`src/rtl/mips_pkg.sv`:
```
// Shared MIPS control constants, multicycle state type and control bundle.
package mips_pkg;

    localparam logic [5:0] OP_LW    = 6'b100011;
    localparam logic [5:0] OP_SW    = 6'b101011;
    localparam logic [5:0] OP_RTYPE = 6'b000000;
    localparam logic [5:0] OP_BEQ   = 6'b000100;
    localparam logic [5:0] OP_ADDI  = 6'b001000;
    localparam logic [5:0] OP_ORI   = 6'b001101;
    localparam logic [5:0] OP_J     = 6'b000010;

    localparam logic [1:0] ALUOP_ADD   = 2'b00;
    localparam logic [1:0] ALUOP_SUB   = 2'b01;
    localparam logic [1:0] ALUOP_FUNCT = 2'b10;
    localparam logic [1:0] ALUOP_OPC   = 2'b11;

    typedef enum logic [3:0] {
        S_FETCH   = 4'd0,
        S_DECODE  = 4'd1,
        S_MEMADR  = 4'd2,
        S_MEMRD   = 4'd3,
        S_MEMWB   = 4'd4,
        S_MEMWR   = 4'd5,
        S_RTYPEEX = 4'd6,
        S_RTYPEWB = 4'd7,
        S_BEQEX   = 4'd8,
        S_IMMEX   = 4'd9,
        S_IMMWB   = 4'd10,
        S_JEX     = 4'd11
    } mc_state_t;

    typedef struct packed {
        logic       pcwrite;
        logic       branch;
        logic       memwrite;
        logic       irwrite;
        logic       regwrite;
        logic       iord;
        logic       regdst;
        logic       memtoreg;
        logic       alusrca;
        logic [1:0] alusrcb;
        logic       zeroext;
        logic [1:0] pcsrc;
        logic [1:0] aluop;
    } mc_ctrl_t;

endpackage

```
`src/rtl/mc_outdec.sv`:
```
// Moore output decoder: maps controller state (and op, for ORI
// zero-extension) to the datapath control bundle.
module mc_outdec
    import mips_pkg::*;
(
    input  mc_state_t  state,
    input  logic [5:0] op,
    output mc_ctrl_t   ctrl
);

    always_comb begin
        ctrl = '0;
        case (state)
            S_FETCH: begin
                ctrl.irwrite = 1'b1;
                ctrl.pcwrite = 1'b1;
                ctrl.alusrcb = 2'b01;
                ctrl.aluop   = ALUOP_ADD;
            end
            S_DECODE: begin
                ctrl.alusrcb = 2'b11;
                ctrl.aluop   = ALUOP_ADD;
            end
            S_MEMADR: begin
                ctrl.alusrca = 1'b1;
                ctrl.alusrcb = 2'b10;
            end
            S_MEMRD: begin
                ctrl.iord = 1'b1;
            end
            S_MEMWB: begin
                ctrl.regwrite = 1'b1;
                ctrl.memtoreg = 1'b1;
            end
            S_MEMWR: begin
                ctrl.iord     = 1'b1;
                ctrl.memwrite = 1'b1;
            end
            S_RTYPEEX: begin
                ctrl.alusrca = 1'b1;
                ctrl.aluop   = ALUOP_FUNCT;
            end
            S_RTYPEWB: begin
                ctrl.regdst   = 1'b1;
                ctrl.regwrite = 1'b1;
            end
            S_BEQEX: begin
                ctrl.alusrca = 1'b1;
                ctrl.aluop   = ALUOP_SUB;
                ctrl.branch  = 1'b1;
                ctrl.pcsrc   = 2'b01;
            end
            S_IMMEX: begin
                ctrl.alusrca = 1'b1;
                ctrl.alusrcb = 2'b10;
                ctrl.aluop   = ALUOP_OPC;
                ctrl.zeroext = (op == OP_ORI);
            end
            S_IMMWB: begin
                ctrl.regwrite = 1'b1;
            end
            S_JEX: begin
                ctrl.pcwrite = 1'b1;
                ctrl.pcsrc   = 2'b10;
            end
            default: ctrl = '0;
        endcase
    end

endmodule

```
`src/rtl/mc_maindec.sv`:
```
// Multicycle MIPS main controller: state register, next-state logic,
// reset gating of the write enables and PC enable generation.
module mc_maindec
    import mips_pkg::*;
(
    input  logic       clk,
    input  logic       reset_n,
    input  logic [5:0] op,
    input  logic       zero,
    output logic       pcen,
    output logic       memwrite,
    output logic       irwrite,
    output logic       regwrite,
    output logic       iord,
    output logic       regdst,
    output logic       memtoreg,
    output logic       alusrca,
    output logic [1:0] alusrcb,
    output logic       zeroext,
    output logic [1:0] pcsrc,
    output logic [1:0] aluop
);

    mc_state_t state_q;
    mc_state_t state_d;
    mc_ctrl_t  ctrl;

    always_comb begin
        state_d = S_FETCH;
        case (state_q)
            S_FETCH:  state_d = S_DECODE;
            S_DECODE: begin
                case (op)
                    OP_LW, OP_SW:    state_d = S_MEMADR;
                    OP_RTYPE:        state_d = S_RTYPEEX;
                    OP_BEQ:          state_d = S_BEQEX;
                    OP_ADDI, OP_ORI: state_d = S_IMMEX;
                    OP_J:            state_d = S_JEX;
                    default:         state_d = S_FETCH;
                endcase
            end
            S_MEMADR:  state_d = (op == OP_SW) ? S_MEMWR : S_MEMRD;
            S_MEMRD:   state_d = S_MEMWB;
            S_RTYPEEX: state_d = S_RTYPEWB;
            S_IMMEX:   state_d = S_IMMWB;
            default:   state_d = S_FETCH;
        endcase
    end

    always_ff @(posedge clk or negedge reset_n) begin
        if (!reset_n) begin
            state_q <= S_FETCH;
        end else begin
            state_q <= state_d;
        end
    end

    mc_outdec u_outdec (
        .state (state_q),
        .op    (op),
        .ctrl  (ctrl)
    );

    // Write enables are held off for as long as reset is low.
    assign pcen     = reset_n & (ctrl.pcwrite | (ctrl.branch & zero));
    assign memwrite = reset_n & ctrl.memwrite;
    assign irwrite  = reset_n & ctrl.irwrite;
    assign regwrite = reset_n & ctrl.regwrite;
    assign iord     = ctrl.iord;
    assign regdst   = ctrl.regdst;
    assign memtoreg = ctrl.memtoreg;
    assign alusrca  = ctrl.alusrca;
    assign alusrcb  = ctrl.alusrcb;
    assign zeroext  = ctrl.zeroext;
    assign pcsrc    = ctrl.pcsrc;
    assign aluop    = ctrl.aluop;

endmodule

```
`config.mk`:
```
export PLATFORM = sky130hd
export DESIGN_NAME = mc_maindec
export DESIGN_NICKNAME = d
export VERILOG_FILES = /design/src/rtl/mips_pkg.sv /design/src/rtl/mc_outdec.sv /design/src/rtl/mc_maindec.sv
export SDC_FILE = /design/constraint.sdc
export NUM_CORES = 1
export LEC_CHECK = 0
export ABC_AREA = 0
export CAP_MARGIN = 10
export CORE_MARGIN = 5
export CORE_UTILIZATION = 45
export DETAILED_ROUTE_END_ITERATION = 10
export GPL_TIMING_DRIVEN = 0
export PLACE_DENSITY = 0.83
export SYNTH_ARGS = -nofsm -noshare
export SYNTH_HDL_FRONTEND = slang
export SYNTH_HIERARCHICAL = 1
export SYNTH_SLANG_ARGS = --single-unit
```
`constraint.sdc`:
```
create_clock -name clk -period 2.55 [get_ports clk]
set_clock_uncertainty 0.1 [all_clocks]
set_input_delay 0.3825 -clock clk [delete_from_list [all_inputs] [get_ports clk]]
set_output_delay 0.3825 -clock clk [all_outputs]
set_load 0.005 [all_outputs]
```
### After elaboration in Yosys (flattened, before gate mapping)

Cells that the tools add are included.

| storage, ports and cells | value |
|---|---|
| register bits | 4 |
| latch bits | 0 |
| memory bits (writable) | 0 |
| ROM bits | 0 |
| bits of input ports | 9 |
| output and inout bits | 15 |
| logic and storage cells | 49 |
| memories kept | 0 |

| cells by class | value |
|---|---|
| $add $sub $neg | 0 |
| multipliers | 0 |
| div/mod/pow operators | 0 |
| order comparisons | 0 |
| equality and inequality tests | 17 |
| shift-type cells | 0 |
| multiplexer cells | 16 |
| bitwise gates (word level) | 6 |
| reductions and logical operators | 9 |

Operators by type and width:

| kind | count |
|---|---|
| $pmux 4 s6 | 1 |
| $pmux 4 s5 | 1 |
| $eq 4x3->1 const B | 4 |
| $eq 4x4->1 const B | 4 |
| $eq 6x4->1 const B | 2 |
| $eq 6x6->1 const B | 2 |
| $pmux 2 s3 | 2 |
| $mux 1 | 10 |
| $reduce_or 2->1 | 5 |
| $eq 4x2->1 const B | 2 |
| $eq 6x2->1 const B | 1 |
| $eq 6x3->1 const B | 1 |
| $logic_not 6->1 | 1 |
| $and 1x1->1 | 5 |
| $eq 4x1->1 const B | 1 |
| $logic_not 4->1 | 1 |
| $pmux 2 s2 | 1 |
| $reduce_or 4->1 | 1 |
| $mux 3 | 1 |
| $reduce_or 3->1 | 1 |
| $or 1x1->1 | 1 |

### Logic depth before layout (Yosys ltp)

| depth | value |
|---|---|
| word-level depth | 5 |
| gate-level depth with buffers | 6 |
| depth with buffers taken out | 4 |

### Cells and area by module

The synthesis kept the hierarchy.

Modules (own cells, without submodules):

| module | times used | cells each | area an instance (um2) |
|---|---|---|---|
| mc_maindec | 1 | 41 | 347.8 |
| mc_outdec | 1 | 34 | 245.2 |

### Least setup slack after synthesis

Ideal clock, no wire load.

| timing path | value |
|---|---|
| kind | register -> output |
| start | reg state_q[3] |
| end | out regwrite |
| arrival | 1.258 ns |
| required time | 2.068 ns |
| slack | 0.810 ns |
| cell stages (with the launch flop) | 5 |
| buffers on the path | 1 |
| cells stage by stage | dfrtp_1 -> buf_6 -> or4b_4 -> o211ai_2 -> and2_1 |

RTL lines:

| what | line | source |
|---|---|---|
| from (decl) | mc_maindec.sv:24 | `mc_state_t state_q;` |
| from (signal assigned) | mc_maindec.sv:54 | `state_q <= state_d;` |
| to (decl) | mc_maindec.sv:13 | `output logic regwrite,` |

### Worst setup path in the final report

| timing path | value |
|---|---|
| start | in op[5] |
| end | out zeroext |

| between the ends | value |
|---|---|
| word-level cells in the longest chain between the ends | 2 |

RTL lines:

| what | line | source |
|---|---|---|
| from (decl) | mc_maindec.sv:8 | `input logic [5:0] op,` |
| $eq 6x4->1 | mc_outdec.sv:57 | `ctrl.zeroext = (op == OP_ORI);` |
| $mux 1 | mc_outdec.sv:13 | `case (state)` |
| to (decl) | mc_maindec.sv:19 | `output logic zeroext,` |

Every way passes these cells.

==> flow_metrics.tcl <==
set metrics [dict create \
    min_period_ns 2.48 \
    multi_input_area_um2 433 \
    grt-ovfl-total 0 \
    synth_enable_flop_cells 0 \
    ys.flop_type "dfrtp_1" \
    vias 666 \
    cts_buffers 3 \
    place_congestion 0.809 \
    synthCells 75 \
    grt_pass1_wl_um 2490 \
    start_kind "input port" \
    core.rowCount 13 \
    ys_seq_area_share_pct 16.9 \
    switching_power_uw 263 \
    top_register "state_q" \
    period_share_pct 97.2 \
    cp-end-kind "output pin" \
    synthToLayoutAreaGrowth_pct 49.8 \
    viasPerCell 5.64 \
    die_area_mm2 0.00214 \
    combPwrFrac_pct 69.8 \
    antenna_found_initial 0 \
    yosys_register_bits 4 \
    slowest_delay_ns 0.53 \
    hold_violations 0 \
    max_freq_ghz 0.404 \
    setup_violations 0 \
    ir_worst_vdd_mv 0.552 \
    p_seq_share_pct 18.1 \
    drv_slew 0 \
    grt_max_degree 11 \
    power.density_mw_per_mm2 768 \
    die-height_um 46.3 \
    wl_per_cell_um 12.9 \
    n_antenna_cell 0 \
    yosysWarnings 6 \
    pre_cts_ws_ns 0.0688 \
    crit_required_ns 2.07 \
    dr.first_iter.drc_count 8 \
    synth_top_cell_area_share_pct 16.9 \
    nets 114 \
    cpMaxStageDelayCell "clkdlybuf4s50_1" \
    route.detailed.drc 0 \
    max_slew_margin_pct 69.2 \
    clk_latency_ns 0.24 \
    synthDistinctLibCells 42 \
    path_buf_inv 2 \
    ios 24 \
    path_clk_slew_ns 0.05 \
    cts_tree "yes" \
    arrival_ns 2.00 \
    wl_um 1520 \
    finalPower_uw 682 \
    p_int_uw 419 \
    sw_frac_of_total_pct 38.6 \
    grtUsageTotal_pct 15.5 \
    final_core_utilization_pct 70.0 \
    cp_common_cell "clkdlybuf4s50_1" \
    yosysTopAreaCell "dfrtp_1" \
    path_delay_family "buffers and inverters" \
    finalWorstSetupSlack_ns 0.0721 \
    cts-root-buf "clkbuf_4" \
    cp_max_fo 8 \
    synth_nets 84 \
    syn_area_um2 593 \
    async_flop_share_pct 100 \
    ff_latch_area_um2 104 \
    hold_class "in2async" \
    place_area_um2 842 \
    pwr-share-clk_pct 12.2 \
    crit_chain "clkdlybuf4s50_1 > or2_2 > nor4_2 > clkdlybuf4s50_1" \
    worst_slew_pin_slew_ns 0.461 \
    core_area_mm2 0.00127 \
    h-tree-depth 1 \
    fillCellCount 120 \
    synth_area_leaders "dfrtp_1, buf_6, nor3_1" \
    start_util_pct 46.7 \
    reg.largest.list "state_q (4)" \
    dp_hpwl_um 1150 \
    critPathKind "in2out" \
    grt_pass1_vias 616 \
    first_pass_iters 4 \
    outcome "finished clean" \
    drtAntennaViolNets 0 \
    cts.path.max_buffers 2 \
    port_buffers 23 \
    power_leakage_nw 0.349 \
    syn_avg_cell_area_um2 7.91 \
    cts_sinks 4 \
    maxCapViolCount 0 \
    die_x_um 46.3 \
    final_area_um2 888 \
    largest_reg_flops 4 \
    drive_above_1_share_pct 20.4 \
]
cell usage after synthesis (2+ instances only):
cell	n
nor2_1	6
nor3_1	6
a21oi_1	4
dfrtp_1	4
nand2b_1	4
and2_1	3
buf_6	3
or3_1	3
and4b_1	2
buf_4	2
inv_1	2
nand2_1	2
nand4b_1	2
nor3b_1	2
o211ai_1	2
xor2_1	2
power by group through the flow:
stage,combinational (mW),clock [mW],sequential (mW)
global placement,0.446,0,0.127
finish,0.476,0.0829,0.123
detailed placement,0.452,0,0.127
floorplan,0.277,0,0.116
CTS,0.454,0.0802,0.127
global route,0.524,0.0876,0.131
worst reg2reg max path: stages, from the launching register on:
cell and delay (ns):
dfrtp_1 0.46, or3_1 0.32, or3_1 0.30, o32ai_1 0.13
per-layer routing:
layer  GRT usage, %  vias to the layer above  share of wire, %  wire length, um
li1               -                      342                 -                -
met1           18.4                      294                41              624
met2           28.0                       28                50              755
met3           4.69                        2               8.1              123
met4           1.70                        0               1.2               19
met5              0                        -                 0                0
what timing repair did:
| item | in CTS | in global routing |
|---|---|---|
| gates resized for setup | 0 | 4 |
| hold endpoints to repair | 0 | 0 |
| setup buffers | 0 | 2 |
| setup endpoints to repair | 0 | 2 |
| hold buffers | 0 | 0 |
layout by cell type (no fill, tap or decap), types with 2 or more instances in the layout:
cell	n
clkdlybuf4s50_1	23
nor2_1	6
nor3_1	5
a21oi_1	4
nand2b_1	4
buf_4	4
or3_1	3
and2_1	3
clkbuf_4	3
dfrtp_2	3
buf_6	3
xor2_1	2
and4b_1	2
nor3b_1	2
o211ai_1	2
nand2_1	2
inv_1	2
nand4b_1	2
final timing paths:
path,from,end,slack (ns),cells past startpoint
setup reg to reg,state_q[1],state_q[0],1.12,3
hold / removal,reset_n,state_q[1],0.28,1
max in group asynchronous,reset_n,state_q[3],1.82,1
setup / recovery,op[5],zeroext,0.07,4
hold reg to reg,state_q[3],state_q[1],0.43,2
min in group clk,state_q[3],state_q[1],0.43,2
layout make-up:
cell class	count	area share, %
flip-flops and latches	4	11.7
well taps	15	2.11
clock buffers	3	2.54
repair buffers	25	27.6
inverters	2	0.845
plain buffers	7	6.48
multi-input cells	62	48.7
kinds of logic (layout without fill, tap and decap cells):
logic type | Yosys count | after routing | share of synthesized area [%]
AOI/OAI and AO/OA | 17 | 17 | 20.5
xor gates and xnor gates | 3 | 3 | 4.43
buffers and inverters | 9 | 37 | 11.0
DFF | 4 | 4 | 16.9
and+or+nand+nor | 42 | 42 | 47.3
through the flow:
step / hold WS (ns) / instances / setup TNS, ns
floorplan: -0.0131 / 75 / 0
global placement: 0.514 / 113 / 0
detailed placement: 0.519 / 113 / 0
CTS: 0.295 / 116 / 0
global route: 0.299 / 118 / -0.00363
finish: 0.280 / 118 / 0
No activity file was read; power rests on OpenSTA's default activity.
